## config.mk

```make
export PLATFORM = sky130hd
export DESIGN_NAME = countdown_sequencer
export DESIGN_NICKNAME = d
export VERILOG_FILES = /design/src/rtl/countdown_sequencer.sv
export SDC_FILE = /design/constraint.sdc
export NUM_CORES = 1
export LEC_CHECK = 0
export BUFFER_PORTS_ARGS = -buffer_cell sky130_fd_sc_hd__buf_2
export CAP_MARGIN = 20
export CORE_MARGIN = 2
export CORE_UTILIZATION = 51
export CTS_CLUSTER_SIZE = 30
export DETAILED_ROUTE_END_ITERATION = 8
export MAX_ROUTING_LAYER = met4
export PLACE_DENSITY = 0.83
export SLEW_MARGIN = 0
export SYNTH_ARGS = -nofsm -noshare
export SYNTH_HDL_FRONTEND = slang
export SYNTH_SLANG_ARGS = --single-unit
```

## constraint.sdc

```tcl
create_clock -name clk_i -period 2.1 [get_ports clk_i]
set_input_delay 0 -clock clk_i [delete_from_list [all_inputs] [get_ports clk_i]]
set_output_delay 0 -clock clk_i [all_outputs]
set_load 0.03 [all_outputs]
```

## src/rtl/countdown_sequencer.sv

```systemverilog
// Command sequencer for a 4-bit down-counter.
// Takes a load request over valid/ready, then drives the counter pins:
// one latch pulse, then dec until the counter reports zero.
// A run that never reaches zero parks in an error state until the host clears it.
module countdown_sequencer #(
  parameter int unsigned WIDTH   = 4,
  parameter int unsigned TIMEOUT = 64,
  parameter int unsigned CNT_W   = 8
) (
  input  logic             clk_i,
  input  logic             rst_ni,
  input  logic             req_valid_i,
  input  logic [WIDTH-1:0] req_value_i,
  output logic             req_ready_o,
  input  logic             abort_i,
  input  logic             err_clr_i,
  input  logic             zero_i,
  output logic [WIDTH-1:0] in_o,
  output logic             latch_o,
  output logic             dec_o,
  output logic             busy_o,
  output logic             done_o,
  output logic             err_o,
  output logic [CNT_W-1:0] done_count_o
);

  localparam int unsigned TimerW = (TIMEOUT > 1) ? $clog2(TIMEOUT) : 1;
  localparam logic [TimerW-1:0] TimerMax = TimerW'(TIMEOUT - 1);

  typedef enum logic [2:0] {
    StIdle,
    StLoad,
    StSettle,
    StRun,
    StDone,
    StError
  } state_e;

  state_e            state_q, state_d;
  logic [TimerW-1:0] timer_q, timer_d;
  logic [WIDTH-1:0]  in_q, in_d;
  logic [CNT_W-1:0]  count_q, count_d;
  logic              latch_q, done_q, err_q, busy_q;

  // Next-state logic: abort takes priority over zero and timeout in active states.
  always_comb begin
    state_d = state_q;
    timer_d = timer_q;
    in_d    = in_q;
    count_d = count_q;
    unique case (state_q)
      StIdle: begin
        if (req_valid_i) begin
          in_d    = req_value_i;
          state_d = StLoad;
        end
      end
      StLoad: begin
        state_d = abort_i ? StIdle : StSettle;
      end
      StSettle: begin
        if (abort_i) begin
          state_d = StIdle;
        end else if (zero_i) begin
          state_d = StDone;
        end else begin
          state_d = StRun;
          timer_d = '0;
        end
      end
      StRun: begin
        if (abort_i) begin
          state_d = StIdle;
        end else if (zero_i) begin
          state_d = StDone;
        end else if (timer_q == TimerMax) begin
          state_d = StError;
        end else begin
          timer_d = timer_q + 1'b1;
        end
      end
      StDone: begin
        count_d = count_q + 1'b1;
        state_d = StIdle;
      end
      StError: begin
        if (err_clr_i) state_d = StIdle;
      end
      default: state_d = StIdle;
    endcase
  end

  // State and registered outputs; outputs are decoded from the next state so they line up
  // with the state they describe.
  always_ff @(posedge clk_i or negedge rst_ni) begin
    if (!rst_ni) begin
      state_q <= StIdle;
      timer_q <= '0;
      in_q    <= '0;
      count_q <= '0;
      latch_q <= 1'b0;
      done_q  <= 1'b0;
      err_q   <= 1'b0;
      busy_q  <= 1'b0;
    end else begin
      state_q <= state_d;
      timer_q <= timer_d;
      in_q    <= in_d;
      count_q <= count_d;
      latch_q <= (state_d == StLoad);
      done_q  <= (state_d == StDone);
      err_q   <= (state_d == StError);
      busy_q  <= (state_d != StIdle);
    end
  end

  // dec is the only combinational output: it must drop the moment the counter hits zero.
  always_comb begin
    dec_o = (state_q == StRun) && !zero_i;
  end

  assign req_ready_o  = ~busy_q;
  assign in_o         = in_q;
  assign latch_o      = latch_q;
  assign busy_o       = busy_q;
  assign done_o       = done_q;
  assign err_o        = err_q;
  assign done_count_o = count_q;

endmodule

```

==> metrics.cfg <==
[clock_network]
max-clock-path-buffers = 2
tritoncts = yes
clock_network_latency_to_the_later_pin_of_the_worst_skew_pair_ns = 0.31
ctsHtreeMaxLevel = 1
clock_buffers_created_by_tritoncts = 3
cts.clk_slew.worst_paths_ns = 0.13
tritoncts_num_sinks = 25
cts-root-buf = sky130_fd_sc_hd__clkbuf_4
post_cts.repair.setup_buffers = 0

[finish]
layout.filler_cells = 166
final_cell_mix = sky130_fd_sc_hd__buf_2 (27), sky130_fd_sc_hd__dfrtp_1 (25), sky130_fd_sc_hd__nand2_1 (9), sky130_fd_sc_hd__nand3_1 (9), sky130_fd_sc_hd__dlygate4sd3_1 (7)
fraction_of_final_layout_cells_sized_beyond_drive_strength_1 = 0.314
num_antenna_cells = 0
syn2layout_area_growth_pct = 24.1
final_common_cell = sky130_fd_sc_hd__buf_2
num-nets-final = 150
fin_util = 0.653

[worst_setup_path]
worstSetupEndpointType = register
critical_path.max_stage_delay_ns = 0.62
timing.critical_path.from_type = register
largest_driver_fanout_on_the_critical_path = 16
crit_type = reg -> reg
cp_data_required_time_ns = 2.31
timing.rr.end = in_o[3]
crit_family = simple AND/OR/NAND/NOR gates
cp_cell_sequence = nor4b_2, mux2_2
timing.reg2reg.worst_path_depth = 2
crit_buf_inv = 0
reg2reg_setup_slack_ns = 0.40
crit_slowest_cell = sky130_fd_sc_hd__nor4b_2
timing.critical_path.arrival_ns = 1.91
crit-reg2reg-launch = state_q[0]

[yosys]
mean_area_per_synthesized_cell_sq_um = 11.4
synthFlopType = sky130_fd_sc_hd__dfrtp_1
synth_cells = 99
post_synth_main_area_contributors = sky130_fd_sc_hd__dfrtp_1 (55%), sky130_fd_sc_hd__mux2_2 (5.0%), sky130_fd_sc_hd__nand3_1 (4.0%)
synthDistinctLibCells = 32
synth.yosys.seq_area_share = 0.553
synth.net_count = 111
number_of_flops_mapped_to_enable_cells_by_yosys = 0
number_of_warning_messages_in_the_yosys_log = 0
top_cell_type_s_share_of_synthesized_area = 0.553
synth_async_sr_flop_share = 1.00
synth_largest_area_cell = sky130_fd_sc_hd__dfrtp_1
synthesis.area_sq_mm = 0.00113
ys_seq_elements = 25

[grt]
grt_usage = 0.205
grt.met1_usage = 0.249
grt_pass1_wl_microns = 3740
use_met2 = 0.342
overflow_left_after_global_routing = 0
grt.busiest_layer = met2
initial_antenna_violation_count = 0
pin_count_of_the_biggest_net_entering_global_routing = 26
met3_capacity_usage_during_global_routing = 0.0263
number_of_global_route_vias_before_repair = 814

[route]
avgViaCountPerCell = 5.47
1st_iter_drt_viols = 15
wl_microns = 2320
routed_wire_length_per_instance_microns = 14.0
total_via_count_in_the_routed_design = 903
drt_pass1_iterations = 4
route.detailed.drc = 0
detail-route-antenna-nets = 0

[timing]
worst_pin_slew_ns = 0.640
timing.final.crit_share = 0.810
finalHoldViolations = 0
timing.setup.tns_ns = 0
setup_viol = 0
report.final.slew_viol_count = 0
finClkSkew_ns = 0.00164
rsz0062_at_grt = no
fmaxAchievable_ghz = 0.588
worst_slew_margin_relative_to_its_limit = 0.572
post-route-min-period_ns = 1.70

[place]
routabilityCongestion = 0.835
dp.final_hpwl_microns = 1660
port_buffers = 27

[floorplanning]
fp-row-count = 17
initial_core_utilization = 0.526
design.core.area_sq_mm = 0.00215
design.die.area_sq_mm = 0.00261
chipWidth_microns = 51.1
num_io_pins = 28
fp.dieH_microns = 51.1

[power_and_ir_drop]
total_power_mw = 1.45
ir_drop_uv = 721
power.density_mw_per_mm2 = 1030
static-leakage-power_nw = 0.696

[worst_hold_path]
timing.hold.worst.start = abort_i
min_path_cells = 3
hp-class = in -> reg
worstHoldEndpoint = done_o

[job]
number_of_max_cap_violations = 0

[run_status]
run_status = completed

-- sequential cells by signal, indices dropped and copies added, names as in the netlist --
register,count
timer_q,6
state_q,3
busy_o,1
done_count_o,8
in_o,4
err_o,1
latch_o,1
done_o,1
-- cells in the mapped netlist (2+ instances only) --
cell,n
sky130_fd_sc_hd__nand2_1,9
sky130_fd_sc_hd__o21ai_0,5
sky130_fd_sc_hd__nor3b_2,2
sky130_fd_sc_hd__a21oi_1,4
sky130_fd_sc_hd__nand4b_1,2
sky130_fd_sc_hd__nand4_1,4
sky130_fd_sc_hd__ha_1,2
sky130_fd_sc_hd__and3_1,2
sky130_fd_sc_hd__xnor2_1,5
sky130_fd_sc_hd__nand3_1,9
sky130_fd_sc_hd__mux2_2,5
sky130_fd_sc_hd__dfrtp_1,25
sky130_fd_sc_hd__nand2b_1,2
sky130_fd_sc_hd__inv_1,3
sky130_fd_sc_hd__nor2_1,2
sky130_fd_sc_hd__xor2_1,2
-- worst max-delay path by stage --
stage,startpoint,endpoint,cells after the start
after detailed placement,state_q[0],in_o[3],2
after global placement,state_q[0],in_o[1],2
after floorplan,state_q[0],dec_o,2
final,state_q[0],in_o[3],2
after global routing,state_q[1],timer_q[5],5
after CTS,state_q[0],in_o[3],2
-- area by class of cell --
type	count	area (sq um)	share of cell area
inverters	3	11.3	0.00802
multi-input cells	69	485	0.346
repair buffers	36	220	0.157
flip-flops and latches	25	626	0.446
well taps	28	35.0	0.0250
clock buffers	4	26.3	0.0187
-- timing repair --
action                                 in CTS  in global routing
endpoints found under the hold margin      31                  0
hold buffers                                7                  0
resized for setup                           0                  0
-- kinds of logic (layout without fill, tap and decap cells) --
kind of cell	Yosys count	count (layout)	synth area share
flip-flops	25	25	0.553
XOR/XNOR	7	7	0.0542
adder cells (fa/ha/maj)	2	2	0.0221
buffers and inverters	5	43	0.0177
multiplexers	5	5	0.0498
AND/OR/NAND/NOR	43	43	0.241
AO/OA/AOI/OAI	12	12	0.0619
-- metrics by stage --
stage	setup slack, ns	instance area, sq um	std cells	hold slack (ns)
2_1_floorplan	0.397	1130	99	-0.296
3_3_place_gp	0.521	1310	154	-0.000939
3_5_place_dp	0.432	1310	154	0.0109
4_1_cts	0.418	1400	165	0.00329
5_1_grt	0.253	1400	165	0.0145
6_report	0.399	1400	165	0.00981
-- layer usage --
metal	vias to the layer above	share of wire
met1	442	0.41
li1	432	-
met5	-	0
met2	25	0.54
met4	0	0.015
met3	4	0.035
-- report_power, final --
| group | leakage [nW] | internal, mW | total (mW) | switching, mW |
|---|---|---|---|---|
| Clock | 0.0150 | 0.0743 | 0.209 | 0.135 |
| Sequential | 0.319 | 0.602 | 0.732 | 0.129 |
| Combinational | 0.362 | 0.195 | 0.512 | 0.318 |
| Total | 0.696 | 0.871 | 1.45 | 0.582 |
-- tightest hold or removal path, stage by stage --
cell,delay (ns)
sky130_fd_sc_hd__buf_2,0.10
sky130_fd_sc_hd__nor3b_2,0.06
sky130_fd_sc_hd__and2_1,0.14
(Power assumes the default switching activity.)
